<file path="src/rtl/uart_tx_pkg.sv">
// Shared types and constants for the parametrised UART transmitter.
package uart_tx_pkg;

    typedef enum logic [2:0] {
        IDLE,
        START,
        DATA,
        PARITY,
        STOP
    } tx_state_e;

    localparam int unsigned DATA_BITS_DEF = 8;
    localparam int unsigned MAX_DATA_BITS = 9;

    localparam logic [1:0] PAR_NONE = 2'd0;
    localparam logic [1:0] PAR_EVEN = 2'd1;
    localparam logic [1:0] PAR_ODD  = 2'd2;

    localparam logic TX_IDLE_LEVEL = 1'b1;

    // Zero-extension does not change the parity, so one width serves every DATA_BITS.
    function automatic logic calc_parity(input logic [MAX_DATA_BITS-1:0] d, input logic odd);
        return (^d) ^ odd;
    endfunction

endpackage

</file>
<file path="src/rtl/uart_tx_sync_fifo.sv">
// Synchronous FIFO, power-of-two depth; push when full and pop when empty are ignored.
module uart_tx_sync_fifo #(
    parameter int unsigned WIDTH = 8,
    parameter int unsigned DEPTH = 4,
    localparam int unsigned AW    = (DEPTH > 1) ? $clog2(DEPTH) : 1,
    localparam int unsigned CNT_W = $clog2(DEPTH + 1)
) (
    input  logic             clk,
    input  logic             reset,
    input  logic             push,
    input  logic             pop,
    input  logic [WIDTH-1:0] wdata,
    output logic [WIDTH-1:0] rdata,
    output logic             full,
    output logic             empty,
    output logic [CNT_W-1:0] count
);

    logic [WIDTH-1:0] r_mem [DEPTH];
    logic [AW-1:0]    r_wr_ptr;
    logic [AW-1:0]    r_rd_ptr;
    logic [CNT_W-1:0] r_count;
    logic             w_push;
    logic             w_pop;

    assign full   = (r_count == CNT_W'(DEPTH));
    assign empty  = (r_count == '0);
    assign w_push = push && !full;
    assign w_pop  = pop && !empty;
    assign count  = r_count;
    assign rdata  = r_mem[r_rd_ptr];

    always_ff @(posedge clk) begin
        if (reset) begin
            r_wr_ptr <= '0;
            r_rd_ptr <= '0;
            r_count  <= '0;
        end else begin
            if (w_push) r_wr_ptr <= r_wr_ptr + AW'(1);
            if (w_pop)  r_rd_ptr <= r_rd_ptr + AW'(1);
            case ({w_push, w_pop})
                2'b10:   r_count <= r_count + CNT_W'(1);
                2'b01:   r_count <= r_count - CNT_W'(1);
                default: r_count <= r_count;
            endcase
        end
    end

    always_ff @(posedge clk) begin
        if (w_push) r_mem[r_wr_ptr] <= wdata;
    end

endmodule

</file>
<file path="src/rtl/uart_tx_fifo_param.sv">
// Parametrised UART transmitter with input FIFO and per-frame parity/stop configuration.
// Optional macro UART_TX_BREAK_EN adds break_req, which holds the idle line low.
module uart_tx_fifo_param
    import uart_tx_pkg::*;
#(
    parameter int unsigned DATA_BITS  = DATA_BITS_DEF,
    parameter int unsigned FIFO_DEPTH = 4,
    localparam int unsigned CNT_W     = $clog2(FIFO_DEPTH + 1)
) (
    input  logic                 clk,
    input  logic                 reset,
    input  logic                 baud_tick,
    input  logic                 s_valid,
    output logic                 s_ready,
    input  logic [DATA_BITS-1:0] s_data,
    input  logic                 cfg_parity_en,
    input  logic                 cfg_parity_odd,
    input  logic                 cfg_stop2,
`ifdef UART_TX_BREAK_EN
    input  logic                 break_req,
`endif
    output logic                 tx,
    output logic                 tx_busy,
    output logic                 frame_done,
    output logic [CNT_W-1:0]     fifo_count
);

    localparam int unsigned IDX_W = $clog2(DATA_BITS + 1);
    localparam logic [IDX_W-1:0] BIT_LAST = IDX_W'(DATA_BITS);

    tx_state_e            r_state;
    tx_state_e            w_state_next;
    logic                 r_tx;
    logic [DATA_BITS-1:0] r_shift;
    logic [IDX_W-1:0]     r_bit_idx;
    logic                 r_stop_cnt;
    logic                 r_par_en;
    logic                 r_par_bit;
    logic                 r_stop2;
    logic                 r_frame_done;

    logic                 w_tx_next;
    logic [DATA_BITS-1:0] w_shift_next;
    logic [IDX_W-1:0]     w_bit_idx_next;
    logic                 w_stop_cnt_next;
    logic                 w_par_en_next;
    logic                 w_par_bit_next;
    logic                 w_stop2_next;

    logic                 w_start_frame;
    logic                 w_frame_end;
    logic                 w_break;
    logic [1:0]           w_par_mode;
    logic [DATA_BITS-1:0] w_rdata;
    logic                 w_full;
    logic                 w_empty;

`ifdef UART_TX_BREAK_EN
    assign w_break = break_req;
`else
    assign w_break = 1'b0;
`endif

    uart_tx_sync_fifo #(
        .WIDTH (DATA_BITS),
        .DEPTH (FIFO_DEPTH)
    ) u_fifo (
        .clk   (clk),
        .reset (reset),
        .push  (s_valid),
        .pop   (w_start_frame),
        .wdata (s_data),
        .rdata (w_rdata),
        .full  (w_full),
        .empty (w_empty),
        .count (fifo_count)
    );

    assign s_ready    = !w_full;
    assign tx_busy    = (r_state != IDLE);
    assign frame_done = r_frame_done;
    assign tx         = (w_break && r_state == IDLE) ? 1'b0 : r_tx;
    assign w_par_mode = !cfg_parity_en ? PAR_NONE : (cfg_parity_odd ? PAR_ODD : PAR_EVEN);

    always_ff @(posedge clk) begin
        if (reset) r_state <= IDLE;
        else       r_state <= w_state_next;
    end

    // Frame start pops the FIFO both from IDLE and at the end of STOP (back-to-back).
    always_comb begin
        w_state_next  = r_state;
        w_start_frame = 1'b0;
        w_frame_end   = 1'b0;
        if (baud_tick) begin
            unique case (r_state)
                IDLE: begin
                    if (!w_empty && !w_break) begin
                        w_state_next  = START;
                        w_start_frame = 1'b1;
                    end
                end
                START: w_state_next = DATA;
                DATA: begin
                    if (r_bit_idx >= BIT_LAST) w_state_next = r_par_en ? PARITY : STOP;
                end
                PARITY: w_state_next = STOP;
                STOP: begin
                    if (!(r_stop2 && !r_stop_cnt)) begin
                        w_frame_end = 1'b1;
                        if (!w_empty && !w_break) begin
                            w_state_next  = START;
                            w_start_frame = 1'b1;
                        end else begin
                            w_state_next = IDLE;
                        end
                    end
                end
                default: w_state_next = IDLE;
            endcase
        end
    end

    always_comb begin
        w_tx_next       = r_tx;
        w_shift_next    = r_shift;
        w_bit_idx_next  = r_bit_idx;
        w_stop_cnt_next = r_stop_cnt;
        w_par_en_next   = r_par_en;
        w_par_bit_next  = r_par_bit;
        w_stop2_next    = r_stop2;
        if (w_start_frame) begin
            w_tx_next      = 1'b0;
            w_shift_next   = w_rdata;
            w_par_en_next  = (w_par_mode != PAR_NONE);
            w_par_bit_next = calc_parity(MAX_DATA_BITS'(w_rdata), w_par_mode == PAR_ODD);
            w_stop2_next   = cfg_stop2;
        end else if (baud_tick) begin
            case (r_state)
                START: begin
                    w_tx_next      = r_shift[0];
                    w_shift_next   = r_shift >> 1;
                    w_bit_idx_next = IDX_W'(1);
                end
                DATA: begin
                    if (r_bit_idx < BIT_LAST) begin
                        w_tx_next      = r_shift[0];
                        w_shift_next   = r_shift >> 1;
                        w_bit_idx_next = r_bit_idx + IDX_W'(1);
                    end else if (r_par_en) begin
                        w_tx_next = r_par_bit;
                    end else begin
                        w_tx_next       = 1'b1;
                        w_stop_cnt_next = 1'b0;
                    end
                end
                PARITY: begin
                    w_tx_next       = 1'b1;
                    w_stop_cnt_next = 1'b0;
                end
                STOP: begin
                    if (!w_frame_end) w_stop_cnt_next = 1'b1;
                    else              w_tx_next       = TX_IDLE_LEVEL;
                end
                default: ;
            endcase
        end
    end

    always_ff @(posedge clk) begin
        if (reset) begin
            r_tx         <= TX_IDLE_LEVEL;
            r_shift      <= '0;
            r_bit_idx    <= '0;
            r_stop_cnt   <= 1'b0;
            r_par_en     <= 1'b0;
            r_par_bit    <= 1'b0;
            r_stop2      <= 1'b0;
            r_frame_done <= 1'b0;
        end else begin
            r_tx         <= w_tx_next;
            r_shift      <= w_shift_next;
            r_bit_idx    <= w_bit_idx_next;
            r_stop_cnt   <= w_stop_cnt_next;
            r_par_en     <= w_par_en_next;
            r_par_bit    <= w_par_bit_next;
            r_stop2      <= w_stop2_next;
            r_frame_done <= w_frame_end;
        end
    end

endmodule
</file>
<file path="config.mk">
export PLATFORM = sky130hd
export DESIGN_NAME = uart_tx_fifo_param
export DESIGN_NICKNAME = d
export VERILOG_FILES = /design/src/rtl/uart_tx_pkg.sv /design/src/rtl/uart_tx_sync_fifo.sv /design/src/rtl/uart_tx_fifo_param.sv
export SDC_FILE = /design/constraint.sdc
export NUM_CORES = 1
export LEC_CHECK = 0
export CAP_MARGIN = 20
export CORE_UTILIZATION = 50
export CTS_CLUSTER_DIAMETER = 30
export DETAILED_ROUTE_END_ITERATION = 12
export PLACE_DENSITY = 0.7
export SYNTH_ARGS = -nofsm -noshare
export SYNTH_HDL_FRONTEND = slang
export SYNTH_SLANG_ARGS = --single-unit
export TNS_END_PERCENT = 100
</file>
<file path="constraint.sdc">
create_clock -name clk -period 3.9 [get_ports clk]
set_clock_uncertainty 0.2 [all_clocks]
set_input_delay 1.17 -clock clk [delete_from_list [all_inputs] [get_ports clk]]
set_output_delay 1.17 -clock clk [all_outputs]
set_load 0.02 [all_outputs]
</file>
==> run metrics <==
count of cells resized by post-cts repair 0; count of buffers from port buffering 21; predominant post-synthesis flop cell edfxtp_1; latest clock arrival within the worst-skew pair 0.35 ns; vias in the first global route 1728; highest achievable clock rate 300 MHz; routed wire length per instance 14.6 µm; reg2reg end r_par_bit; CTS buffer count 9; clock tree buffer depth 2; antenna violations before repair 0; cell count of the worst reg-to-reg path 5; WL final 4760 µm; Die Wd 76.2 µm; Storage cell area 0.00156 mm²; detailed-routing iteration count for the pre-antenna-repair pass 4; fraction of layout cells with a size suffix above 1 10.5%; area used by multi-input combinational logic 0.00108 mm²; category of the most critical setup path input pin to register; TritonCTS sink count 62; Post-Syn Area 0.00275 mm²; origin of the worst setup path baud_tick; data arrival at the endpoint of the critical path 3.41 ns; first-pass GRT wire length 8130 µm; largest fanout on the critical path 3; worst supply voltage drop on vdd 0.325 mV; Post-synth ARST share 0%; clock period minus worst slack 3.34 ns; Initial Utilization 52.9%; post-synthesis net count 248; global routing usage on met2 29.5%; grt peak-use layer met2; total number of vias 1746; area overhead of the layout relative to synthesis 16.5%; FF-to-FF setup slack 1.19 ns; pin count of the biggest net entering global routing 17; commonest cells after routing, fill and taps aside edfxtp_1 (32), dfxtp_1 (30), clkdlybuf4s50_1 (21); routability-driven placement congestion ratio 0.810; root buf cell clkbuf_8; Final Cycle Share 85.6%; fillcell total 436; kind of end point of the critical path register; Ys Warns 0; antenna-violating nets left 0; cells after synthesis 225; actual transition at the worst max-transition pin 0.495 ns; CTS tree built; Antenna Cells 0; sum of negative setup slack 0 ns; post-CTS setup buffers 0; met3 usage in global routing 8.38%; final-report max-slew violation count 0; number of failing setup endpoints in the final timing report 0; number of max-cap violations 0; end of the critical path u_fifo.count[2]; Top-Level Pins 22; per-cell via count in the routed design 5.36; required time of the critical path 3.97 ns; post-synth cell types 45; count of final hold-check violations 0; H-tree depth 3; Slew HR 66.9%; per-instance average area after synthesis 12.2 µm²; Post-DP HPWL 3220 µm; outcome finished, final reports clean; count of standard-cell rows 26; global route total overflow 0; Floorplan Core Area 0.00520 mm²; sequential element share of the synthesized area 56.8%; reported leakage power 0.00115 µW; most common cell after layout, fill and taps aside edfxtp_1; aggregate global-route resource usage 18.8%; synthesized flop and latch total 62; clock slew seen by the registers of the worst setup and hold paths 0.07 ns; Hold Buf Count CTS 0; unrepaired setup endpoints after global routing false; Die H 76.2 µm; residual DRC count 0; areal power density over the cells 673 mW/mm²; count of flip-flops with a built-in enable after synthesis 32; full die area 0.00580 mm²; number of DRC markers after the initial detailed-route iteration 64; path class of the lowest-slack min-delay path register to register; startpoint type of the worst setup path input pin; met1 GRT Util 22.3%; Overall Power 2160 µW; final net count 274
## cell families (layout without fill, tap and decap cells)
kind of cell / Yosys count / after routing / synth area share (%)
simple gates: 65 / 65 / 12.5
xor+xnor: 11 / 11 / 4.27
buf+inv: 24 / 55 / 3.91
fa+ha+maj: 8 / 8 / 3.91
mux: 11 / 11 / 8.46
compound gates: 44 / 44 / 10.2
flops: 62 / 62 / 56.8
## through the flow
stage / worst slack [ns] / hold WS [ns] / instances / cell area, µm² / util, %
6_report: 0.561 / 0.258 / 326 / 3200 / 61.6
5_1_grt: 0.396 / 0.289 / 326 / 3200 / 61.6
4_1_cts: 0.560 / 0.260 / 326 / 3200 / 61.6
3_5_place_dp: 0.201 / 0.251 / 310 / 3020 / 58.1
3_3_place_gp: 0.233 / 0.246 / 310 / 3020 / 58.1
2_1_floorplan: 0.483 / 0.236 / 225 / 2750 / -
## power by group
group	internal, µW	switching, µW	total, µW
Combinational	366	376	742
Sequential	800	110	911
Clock	237	268	505
## how the worst min path moves through the flow
stage / start / to / slack (ns) / cells after the start
2_1_floorplan: r_shift[0] / r_shift[0] / 0.24 / 2
3_3_place_gp: r_shift[4] / r_shift[4] / 0.25 / 2
3_5_place_dp: r_shift[4] / r_shift[4] / 0.25 / 2
4_1_cts: r_shift[4] / r_shift[4] / 0.26 / 2
5_1_grt: r_shift[1] / r_shift[1] / 0.29 / 2
6_report: r_shift[4] / r_shift[4] / 0.26 / 2
## sequential cells by signal, indices dropped and copies added (netlist names), 2 cells and up, named ones only
signal	cells
r_shift	8
u_fifo.r_mem	32
r_state	3
u_fifo.count	3
u_fifo.r_rd_ptr	2
u_fifo.r_wr_ptr	2
r_bit_idx	4
## routing by layer
metal / up-vias / routed length, µm
met1: 828 / 2250
li1: 880 / -
met3: 10 / 194
met5: - / 0
met2: 28 / 2210
met4: 0 / 108
## area by class of cell
class / instances / area share (%)
inverter: 14 / 1.64
tap: 70 / 2.73
sequential: 62 / 48.7
clock inverter: 7 / 1.76
timing repair buffer: 25 / 7.50
multi-input combinational: 139 / 33.8
clock buffer: 9 / 3.87
## critical path, cell delays in order
cell	delay, ns
clkdlybuf4s50_1	0.47
nor3b_1	0.26
nand3_1	0.18
clkinv_1	0.10
ha_1	0.17
inv_1	0.06
fa_1	0.37
xor2_1	0.18
or3_1	0.31
a21oi_1	0.14
## synth_stat cells (all sizes together) (3+ instances only)
cell type | number | area (µm²)
a21oi | 18 | 90.1
a22oi | 8 | 60.1
and3 | 6 | 37.5
clkbuf | 8 | 40.0
dfxtp | 30 | 601
edfxtp | 32 | 961
ha | 7 | 87.6
inv | 13 | 48.8
mux2i | 3 | 30.0
mux4 | 8 | 203
nand2 | 15 | 56.3
nand2b | 8 | 50.1
nand3 | 3 | 15.0
nor2 | 15 | 56.3
nor2b | 3 | 18.8
o21ai | 6 | 30.0
or3 | 3 | 18.8
xnor2 | 5 | 51.3
xor2 | 5 | 43.8
Power figures use the tool's default switching activity.
